==> config.mk <==
export PLATFORM = sky130hd
export DESIGN_NAME = serial_frame_sender
export DESIGN_NICKNAME = d
export VERILOG_FILES = /design/src/rtl/serial_frame_pkg.sv /design/src/rtl/serial_frame_sender_trigger_edge_sync.sv /design/src/rtl/serial_frame_sender.sv
export SDC_FILE = /design/constraint.sdc
export NUM_CORES = 1
export LEC_CHECK = 0
export ABC_AREA = 1
export BUFFER_PORTS_ARGS = -buffer_cell sky130_fd_sc_hd__buf_2
export CAP_MARGIN = 20
export CORE_ASPECT_RATIO = 0.6
export CORE_MARGIN = 2
export CORE_UTILIZATION = 55
export CTS_BUF_LIST = sky130_fd_sc_hd__clkbuf_8
export CTS_CLUSTER_DIAMETER = 50
export DETAILED_ROUTE_END_ITERATION = 12
export GPL_ROUTABILITY_DRIVEN = 0
export PLACE_DENSITY = 0.74
export SKIP_LAST_GASP = 1
export SLEW_MARGIN = 20
export SYNTH_ARGS = -nofsm -noshare
export SYNTH_HDL_FRONTEND = slang
export SYNTH_SLANG_ARGS = --single-unit
==> constraint.sdc <==
create_clock -name Ten_MHz_wire -period 2.7 [get_ports Ten_MHz_wire]
set_input_delay 0.54 -clock Ten_MHz_wire [delete_from_list [all_inputs] [get_ports Ten_MHz_wire]]
set_output_delay 0.54 -clock Ten_MHz_wire [all_outputs]
set_load 0.02 [all_outputs]
==> src/rtl/serial_frame_pkg.sv <==
// Shared types and default timing for the serial frame sender.
package serial_frame_pkg;

  // Transmit sequencer states
  typedef enum logic [2:0] {
    ST_IDLE       = 3'd0,
    ST_WAIT_LATCH = 3'd1,
    ST_WAIT_SEND  = 3'd2,
    ST_SHIFT      = 3'd3,
    ST_HOLDOFF    = 3'd4
  } state_t;

  // Defaults for a 10 MHz clock
  localparam int DEF_DATA_W    = 12;
  localparam int DEF_LATCH_DLY = 8000;     // 0.8 ms
  localparam int DEF_SEND_DLY  = 10000;    // 1 ms
  localparam int DEF_HOLDOFF   = 5000000;  // 0.5 s
  localparam int DEF_BIT_CYC   = 1;

  // Number of bits on the wire: payload plus optional parity bit
  function automatic int frame_w(input int data_w, input int parity_en);
    return data_w + ((parity_en != 0) ? 1 : 0);
  endfunction

endpackage

==> src/rtl/serial_frame_sender_trigger_edge_sync.sv <==
// Trigger synchroniser with arm-after-low qualification and a one-clock
// rising-edge pulse.
module trigger_edge_sync (
  input  logic clk,
  input  logic rst_n,
  input  logic trig_async,
  output logic edge_pulse
);

  logic sync1_q;
  logic sync2_q;
  logic prev_q;
  logic armed_q;

  // Two-flop synchroniser, previous-value flop and arm flag. The sync chain
  // resets high so that a trigger held high through reset release is never
  // mistaken for a low sample; arming needs a genuine low from the pin.
  always_ff @(posedge clk or negedge rst_n) begin
    if (!rst_n) begin
      sync1_q <= 1'b1;
      sync2_q <= 1'b1;
      prev_q  <= 1'b1;
      armed_q <= 1'b0;
    end else begin
      sync1_q <= trig_async;
      sync2_q <= sync1_q;
      prev_q  <= sync2_q;
      if (!sync2_q) armed_q <= 1'b1;
    end
  end

  // Rising edge of the synchronised trigger, only once armed
  always_comb begin
    edge_pulse = armed_q & sync2_q & ~prev_q;
  end

endmodule

==> src/rtl/serial_frame_sender.sv <==
// Trigger-initiated serial frame transmitter: capture payload at a fixed
// delay, shift it out with a framing flag, then hold off further triggers.
//
// Output protocol: dflag qualifies serial_data_out (a bit is meaningful only
// while dflag is high); done and trig_overrun are single-clock pulses; busy is
// a level. There is no backpressure: the frame is emitted unconditionally.
module serial_frame_sender
  import serial_frame_pkg::*;
#(
  parameter int DATA_W    = DEF_DATA_W,
  parameter int LATCH_DLY = DEF_LATCH_DLY,
  parameter int SEND_DLY  = DEF_SEND_DLY,
  parameter int HOLDOFF   = DEF_HOLDOFF,
  parameter int BIT_CYC   = DEF_BIT_CYC,
  parameter int MSB_FIRST = 1,
  parameter int PARITY_EN = 0
) (
  input  logic              Ten_MHz_wire,
  input  logic              reset_n,
  input  logic              sending_trigger_in,
  input  logic [DATA_W-1:0] data_in,
  output logic              serial_data_out,
  output logic              dflag,
  output logic              busy,
  output logic              done,
  output logic              trig_overrun,
  output state_t            state_dbg
);

  localparam int FRAME_W = frame_w(DATA_W, PARITY_EN);
  localparam int CNT_W   = $clog2(HOLDOFF + 1);
  localparam int IDX_W   = (FRAME_W > 1) ? $clog2(FRAME_W) : 1;
  localparam int SUB_W   = (BIT_CYC > 1) ? $clog2(BIT_CYC) : 1;
  localparam int FB_W    = 1 << IDX_W;

  localparam logic [CNT_W-1:0] LATCH_AT = CNT_W'(LATCH_DLY);
  localparam logic [CNT_W-1:0] SEND_AT  = CNT_W'(SEND_DLY);
  localparam logic [CNT_W-1:0] HOLD_AT  = CNT_W'(HOLDOFF);
  localparam logic [IDX_W-1:0] IDX_LAST = IDX_W'(FRAME_W - 1);
  localparam logic [SUB_W-1:0] SUB_LAST = SUB_W'(BIT_CYC - 1);

  // Parameter sanity: the timeline must be strictly ordered
  if (DATA_W < 1 || DATA_W > 32) begin : g_bad_width
    $fatal(1, "serial_frame_sender: DATA_W must be 1..32");
  end
  if (BIT_CYC < 1) begin : g_bad_bitcyc
    $fatal(1, "serial_frame_sender: BIT_CYC must be at least 1");
  end
  if (LATCH_DLY >= SEND_DLY) begin : g_bad_latch
    $fatal(1, "serial_frame_sender: LATCH_DLY must be below SEND_DLY");
  end
  if (SEND_DLY + 1 + FRAME_W * BIT_CYC >= HOLDOFF) begin : g_bad_holdoff
    $fatal(1, "serial_frame_sender: frame does not end before HOLDOFF");
  end

  logic trig_edge;

  trigger_edge_sync u_trig (
    .clk        (Ten_MHz_wire),
    .rst_n      (reset_n),
    .trig_async (sending_trigger_in),
    .edge_pulse (trig_edge)
  );

  state_t            state_q,   state_d;
  logic [CNT_W-1:0]  cnt_q,     cnt_d;
  logic [DATA_W-1:0] payload_q, payload_d;
  logic [IDX_W-1:0]  bit_idx_q, bit_idx_d;
  logic [SUB_W-1:0]  sub_q,     sub_d;
  logic              ser_q,     ser_d;
  logic              dflag_q,   dflag_d;
  logic              done_q,    done_d;
  logic              ovr_q,     ovr_d;
  logic [FB_W-1:0]   frame_bits;
  logic [IDX_W-1:0]  idx_next;

  // Frame bits in transmit order: frame_bits[k] is the k-th bit on the wire
  always_comb begin
    frame_bits = '0;
    for (int k = 0; k < DATA_W; k++) begin
      frame_bits[k] = (MSB_FIRST != 0) ? payload_q[DATA_W-1-k] : payload_q[k];
    end
    if (PARITY_EN != 0) frame_bits[FRAME_W-1] = ^payload_q;
  end

  // State, counters, payload and registered outputs
  always_ff @(posedge Ten_MHz_wire or negedge reset_n) begin
    if (!reset_n) begin
      state_q   <= ST_IDLE;
      cnt_q     <= '0;
      payload_q <= '0;
      bit_idx_q <= '0;
      sub_q     <= '0;
      ser_q     <= 1'b0;
      dflag_q   <= 1'b0;
      done_q    <= 1'b0;
      ovr_q     <= 1'b0;
    end else begin
      state_q   <= state_d;
      cnt_q     <= cnt_d;
      payload_q <= payload_d;
      bit_idx_q <= bit_idx_d;
      sub_q     <= sub_d;
      ser_q     <= ser_d;
      dflag_q   <= dflag_d;
      done_q    <= done_d;
      ovr_q     <= ovr_d;
    end
  end

  // Next-state and next-output logic for the transmit timeline
  always_comb begin
    state_d   = state_q;
    cnt_d     = cnt_q + 1'b1;
    payload_d = payload_q;
    bit_idx_d = bit_idx_q;
    sub_d     = sub_q;
    ser_d     = ser_q;
    dflag_d   = dflag_q;
    done_d    = 1'b0;
    ovr_d     = trig_edge && (state_q != ST_IDLE);
    idx_next  = bit_idx_q + 1'b1;

    case (state_q)
      ST_IDLE: begin
        // cnt held at zero; entering WAIT_LATCH with cnt=0 defines t0
        cnt_d = '0;
        if (trig_edge) state_d = ST_WAIT_LATCH;
      end
      ST_WAIT_LATCH: begin
        if (cnt_q == LATCH_AT) begin
          payload_d = data_in;
          state_d   = ST_WAIT_SEND;
        end
      end
      ST_WAIT_SEND: begin
        if (cnt_q == SEND_AT) begin
          state_d   = ST_SHIFT;
          bit_idx_d = '0;
          sub_d     = '0;
          ser_d     = frame_bits[0];
          dflag_d   = 1'b1;
        end
      end
      ST_SHIFT: begin
        if (sub_q == SUB_LAST) begin
          sub_d = '0;
          if (bit_idx_q == IDX_LAST) begin
            bit_idx_d = '0;
            ser_d     = 1'b0;
            dflag_d   = 1'b0;
            done_d    = 1'b1;
            state_d   = ST_HOLDOFF;
          end else begin
            bit_idx_d = idx_next;
            ser_d     = frame_bits[idx_next];
          end
        end else begin
          sub_d = sub_q + 1'b1;
        end
      end
      ST_HOLDOFF: begin
        if (cnt_q == HOLD_AT) begin
          state_d = ST_IDLE;
          cnt_d   = '0;
        end
      end
      default: begin
        state_d = ST_IDLE;
        cnt_d   = '0;
      end
    endcase
  end

  // Output mapping
  always_comb begin
    serial_data_out = ser_q;
    dflag           = dflag_q;
    busy            = (state_q != ST_IDLE);
    done            = done_q;
    trig_overrun    = ovr_q;
    state_dbg       = state_q;
  end

endmodule
Word level (Yosys, flattened, before mapping)
Cells that the tools add are included.
- bitwise logic cells: 3
- $add $sub $neg: 3
- multiplexer cells: 29
- eq/ne operators: 14
- $lt $le $gt $ge: 1
- reduce and logical (&&, ||, !) cells: 10
- operators by type and width (kind ; number):
    $pmux W23 S2 ; 1
    $add A23 B1 Y23 const B ; 1
    $eq A23 B13 Y1 const B ; 1
    $eq A23 B14 Y1 const B ; 1
    $eq A23 B23 Y1 const B ; 1
    $mux W23 ; 1
    $mux W3 ; 6
    $pmux W3 S5 ; 1
    $mux W1 ; 12
    $mux W4 ; 3
    $ne A2 B2 Y1 const B ; 6
    $pmux W4 S2 ; 1
    $eq A3 B2 Y1 const B ; 2
    $pmux W1 S2 ; 3
    $reduce_and A6 Y1 ; 1
    $lt A4 B5 Y1 const B ; 1
    $add A4 B1 Y4 const B ; 1
    $bmux W1 S4 ; 1
    $eq A4 B4 Y1 const B ; 1
    $reduce_and A2 Y1 ; 2
    $reduce_and A4 Y1 ; 1
    $eq A3 B1 Y1 const B ; 1
    $eq A3 B3 Y1 const B ; 1
    $logic_not A3 Y1 ; 1
    other kinds (8) ; 9
- flip-flop bits (word level): 51
- bits of input ports: 15
- output and inout port bits: 8
- word-level logic and storage cells: 73

Logic depth before layout (Yosys ltp)
- word-level depth: 6
- depth in mapped cells: 11
- mapped depth without buffers: 11

Cells and area by module
From an unflattened synthesis, not the netlist that was laid out.
- cells, all modules: 361
- area total of the unflattened synthesis: 2802.7 µm²
- modules (own cells, without submodules) (module ; instances ; seq. area each (µm²) ; cells an instance ; area each (µm²)):
    serial_frame_sender ; 1 ; 1151.1 ; 354 ; 2685.1
    trigger_edge_sync ; 1 ; 103.8 ; 7 ; 117.6

Worst setup path after synthesis
OpenSTA, ideal clock, no wires.
- path type: register to register
- start point: register state_q[0] (netlist: state_dbg[0])
- end point: register state_q[1] (netlist: state_dbg[1])
- clock period less this slack: 1.474 ns
- arrival: 1.408 ns
- stages on the path, launching flop included: 9
- required time: 2.634 ns
- buffers on the path: 1
- library setup time: 0.066 ns
- setup slack: 1.226 ns
- path through: dfrtp_1 buf_2 nor2_1 nand2_1 o21ai_0 inv_1 nand4_1 nand2_1 nand2_1
- longest elaborated chain between the ends: 3
- elaborated cells between the ends (all ways): 13
- classes of those cells: eq/ne: 10; mux: 1; reduce/logical: 2
- RTL lines (item ; line ; source):
    start: declaration ; serial_frame_sender.sv:65 ; state_t state_q, state_d;
    start signal: assignment ; serial_frame_sender.sv:99 ; state_q <= state_d;
    $eq A3 B3 Y1, or another cell as far along ; serial_frame_sender.sv:124 ; case (state_q)
    $ne A2 B2 Y1 (no source line) ; -- ;
    $reduce_and A6 Y1 (no source line) ; -- ;
Several ways; a longest one is shown, not always the timed one.
A chain may end at the register's enable or synchronous reset.

Final worst setup path
- start point: register cnt_q[0]
- end point: register payload_q[7]
- longest elaborated chain between the ends: 2
- RTL lines (item ; line ; source):
    start: declaration ; serial_frame_sender.sv:66 ; logic [CNT_W-1:0] cnt_q, cnt_d;
    start signal: assignment ; serial_frame_sender.sv:100 ; cnt_q <= cnt_d;
    $eq A23 B13 Y1 ; serial_frame_sender.sv:131 ; if (cnt_q == LATCH_AT) begin
    $reduce_and A2 Y1 (no source line) ; -- ;
    end signal: assignment ; serial_frame_sender.sv:101 ; payload_q <= payload_d;
    end: declaration ; serial_frame_sender.sv:67 ; logic [DATA_W-1:0] payload_q, payload_d;
Every way passes these cells.

==> reports/summary.log <==
[status] outcome finished, final reports clean
[grt] first-pass GRT wire length 10100 um
[logic_synthesis] sequential-to-total area share from yosys stat 0.462
[power_and_ir_drop] sw frac 0.406
[routing] via density per instance 5.27
[clock_network] buffers inserted by post-CTS timing repair 0
[die] full die area 5530 sq um
[logic_synthesis] most used flip-flop cell after synthesis sky130_fd_sc_hd__dfrtp_1
[clock_network] clock-pin transition on the worst setup and hold timing paths 90 ps
[grt] initial antenna violation count 0
[logic_synthesis] main area contributors after synthesis sky130_fd_sc_hd__dfrtp_1 43%, sky130_fd_sc_hd__nand2_1 10%, sky130_fd_sc_hd__nor2_1 8.9%
[logic_synthesis] area fraction in and, or, nand and nor cells after synthesis 0.321
[sta] Worst slew margin 0.587
[logic_synthesis] Gate Count Post-Synth 354
[power_and_ir_drop] Power Density 713 nW/um^2
[clock_network] CTS tree built
[power_and_ir_drop] internal power 1.25 mW
[logic_synthesis] largest area contributor in the synthesized netlist sky130_fd_sc_hd__dfrtp_1
[die] die width 94.7 um
[setup_path] worst r2r path cells 7
[grt] GRT Util Overall 0.239
[grt] met1 global-route usage 0.407
[min_path] worst hold-check path type in2async
[setup_path] worst setup path class reg2reg
[logic_synthesis] post-synthesis compound-gate area fraction 0.0894
[logic_synthesis] list of most frequent post-synthesis cells 74 x sky130_fd_sc_hd__nand2_1, 64 x sky130_fd_sc_hd__nor2_1, 47 x sky130_fd_sc_hd__dfrtp_1
[routing] # DRC 0
[routing] routed len/inst 13.5 um
[sta] portion of the clock cycle consumed by the worst path in the final layout 0.683
[logic_synthesis] parity-gate share of the synthesized area counting xor and xnor cells 0.0323
[setup_path] origin of the critical flop-to-flop path cnt_q[0]$_DFF_PN0_
[sta] number of setup violations in the final report 0
[setup_path] CP arrival 2040 ps
[logic_synthesis] combinational family with the most area after synthesis simple AND/OR/NAND/NOR gates
[sta] final number of hold-violating endpoints 0
[setup_path] worst setup path start cnt_q[0]$_DFF_PN0_
[setup_path] worst flop-to-flop path endpoint payload_q[7]$_DFFE_PN0P_
[sta] final critical path time including I/O delays and setup 1850 ps
[setup_path] largest fanout on the critical path 24
[logic_synthesis] Post-Syn Area per Cell 7.67 sq um
[die] Core Region 4660 sq um
[placed_design] Port Buffers 22
[placed_design] cell count after placement 433
[power_and_ir_drop] reported leakage power 1.43 nW
[grt] via count of the first global-routing pass 2079
[clock_network] total of cells resized after clock tree synthesis 0
[sta] maximum frequency from static timing analysis 542 MHz
[routing] overall via count from detail_route 2324
[sta] total negative slack 0 ps
[grt] met3 usage in global routing 0.0461
[power_and_ir_drop] Flop pwr share 0.438
[logic_synthesis] count of different cell masters after synthesis 31
[clock_network] cts bufs inserted 5
[routing] number of nets still failing antenna checks after routing 0
[placed_design] placed wire-length estimate after detailed placement 4450 um
[logic_synthesis] most common cell in the netlist sky130_fd_sc_hd__nand2_1
[setup_path] gate family responsible for the most delay along the worst path simple AND/OR/NAND/NOR gates
[setup_path] Buffers & Inverters on Critical Path 1
[clock_network] number of clock sinks 50
[logic_synthesis] area of the mapped netlist 2710 sq um
[grt] met2 track demand over resource in global routing 0.305
[setup_path] Critical Path Max Stage Delay 500 ps
[sta] worst clock skew 4.88 ps
[die] effective utilization at floorplan 0.582
[logic_synthesis] total nets after synthesis 372
[placed_design] cell area reported after detailed placement 2870 sq um
[die] I/O pins 23
[setup_path] CP max stage cell sky130_fd_sc_hd__nand4_2
[final_layout] Area growth, synth to finish 9.04%
[routing] First-pass DRT Iterations 7
[run] max cap viols 0
[clock_network] hold_buf cts 0
[clock_network] H-tree lvl count 2
[final_layout] final cell count without fillers 441
[routing] starting DRC count in detailed routing 260
[die] y dimension of the die 58.4 um
[setup_path] critical path endpoint category flop
[logic_synthesis] share of synthesized cell area in full adder, half adder and majority cells 0.0138
[setup_path] setup slack of the most critical reg-to-reg path 850 ps
[sta] setup repair after global routing missed its margin no
[final_layout] Final #Nets 395
[power_and_ir_drop] Clock Power Share 0.211
[final_layout] antenna diode instance count 0
[sta] transition time of the tightest slew-check pin 619 ps
[routing] aggregate routed wire length 5950 um
[setup_path] ordered cell list for the critical path inv_1 > ha_1 > nand3_2 > nor2_4 > nand4_2 > nand2_1 > o21ai_2
[logic_synthesis] post-synthesis register bit count 50
[clock_network] clock root buffer sky130_fd_sc_hd__clkbuf_8
[power_and_ir_drop] peak supply drop 325 uV
[setup_path] type of element launching the critical path flop
[die] row cnt 19
[logic_synthesis] FFs w/ async S/R, synth 1.00
[clock_network] clock network latency to the later pin of the worst-skew pair 310 ps
[logic_synthesis] mux contribution to synthesized area 0
[sta] count of final max-slew check failures 0
[setup_path] critical path data required time 2890 ps
[logic_synthesis] Synth warnings 0
[logic_synthesis] count of flip-flops with a built-in enable after synthesis 0
[logic_synthesis] top-area cell type share of the netlist area 0.433
[final_layout] final instance area 2960 sq um
[grt] largest net degree at the start of global routing 51
[final_layout] fraction of final layout cells with drive strength greater than 1 0.146
[grt] gr ovfl total 0
[power_and_ir_drop] Logic pwr share 0.351
[sta] final hold slack 318 ps
[grt] GRT Max-Usage Layer met1
[power_and_ir_drop] power spent charging and discharging nets 857 uW
[clock_network] deepest clock path buffer count 2
## cell type report
cell class / instances / area [sq um]
Multi-Input combinational cell: 250 / 1240
Sequential cell: 50 / 1250
Clock buffer: 5 / 68.8
Clock inverter: 3 / 21.3
Fill cell: 438 / 1700
Tap cell: 63 / 78.8
Inverter: 47 / 179
Timing Repair Buffer: 23 / 118
## power groups by stage
| stage | clock (mW) | sequential (mW) | combinational (mW) |
|---|---|---|---|
| 4_1_cts | 0.459 | 0.922 | 0.739 |
| 2_1_floorplan | 0 | 0.931 | 0.566 |
| 5_1_grt | 0.489 | 0.940 | 0.844 |
| 6_report | 0.445 | 0.925 | 0.741 |
| 3_3_place_gp | 0 | 0.932 | 0.727 |
| 3_5_place_dp | 0 | 0.937 | 0.736 |
## routing by layer
layer	vias to the layer above	wire [um]	part of all wire
met5	-	0	0
met4	0	65	0.011
met3	6	360	0.061
met2	75	2250	0.38
met1	1078	3270	0.55
li1	1165	-	-
## sequential cells by signal (all words and copies together) (netlist names)
register / count
bit_idx_q: 4
cnt_q: 23
dflag: 1
done: 1
payload_q: 12
serial_data_out: 1
state_dbg: 3
trig_overrun: 1
u_trig.armed_q: 1
u_trig.prev_q: 1
u_trig.sync1_q: 1
u_trig.sync2_q: 1
## kinds of logic (layout without fill, tap and decap cells)
family / Yosys count / after routing
adders and majority gates: 3 / 3
AOI/OAI and AO/OA: 46 / 46
buffers and inverters: 54 / 78
DFF: 50 / 50
and+or+nand+nor: 191 / 191
xor gates and xnor gates: 10 / 10
## through the flow
| step | utilization | power, mW | setup slack, ps |
|---|---|---|---|
| 6_report | 0.635 | 2.11 | 855 |
| 5_1_grt | 0.635 | 2.27 | 660 |
| 4_1_cts | 0.635 | 2.12 | 846 |
| 3_5_place_dp | 0.616 | 1.67 | 871 |
| 3_3_place_gp | 0.616 | 1.66 | 931 |
| 2_1_floorplan | - | 1.50 | 1230 |
## worst max path at each step
| stage | end | slack [ps] | cells past startpoint |
|---|---|---|---|
| finish | payload_q[7]$_DFFE_PN0P_ | 850 | 7 |
| global route | payload_q[9]$_DFFE_PN0P_ | 660 | 6 |
| CTS | payload_q[7]$_DFFE_PN0P_ | 850 | 7 |
| detailed placement | payload_q[7]$_DFFE_PN0P_ | 870 | 7 |
| global placement | payload_q[7]$_DFFE_PN0P_ | 930 | 7 |
| floorplan | state_dbg[1]$_DFFE_PN0P_ | 1230 | 8 |
## cells in the final DEF (no fill, tap or decap), drive strengths merged, types with 2 or more instances in the layout
cell type and instances:
buf 23, dfstp 3, clkbuf 5, nand3b 2
xor2 7, nand2 79, a21oi 12, o21ai 31
ha 3, nor3 9, nand4 10, dfrtp 47
nand3 21, xnor2 3, a31oi 2, nor2 70
clkinv 2, inv 47
Note: power is estimated with default switching activity, not from simulation.
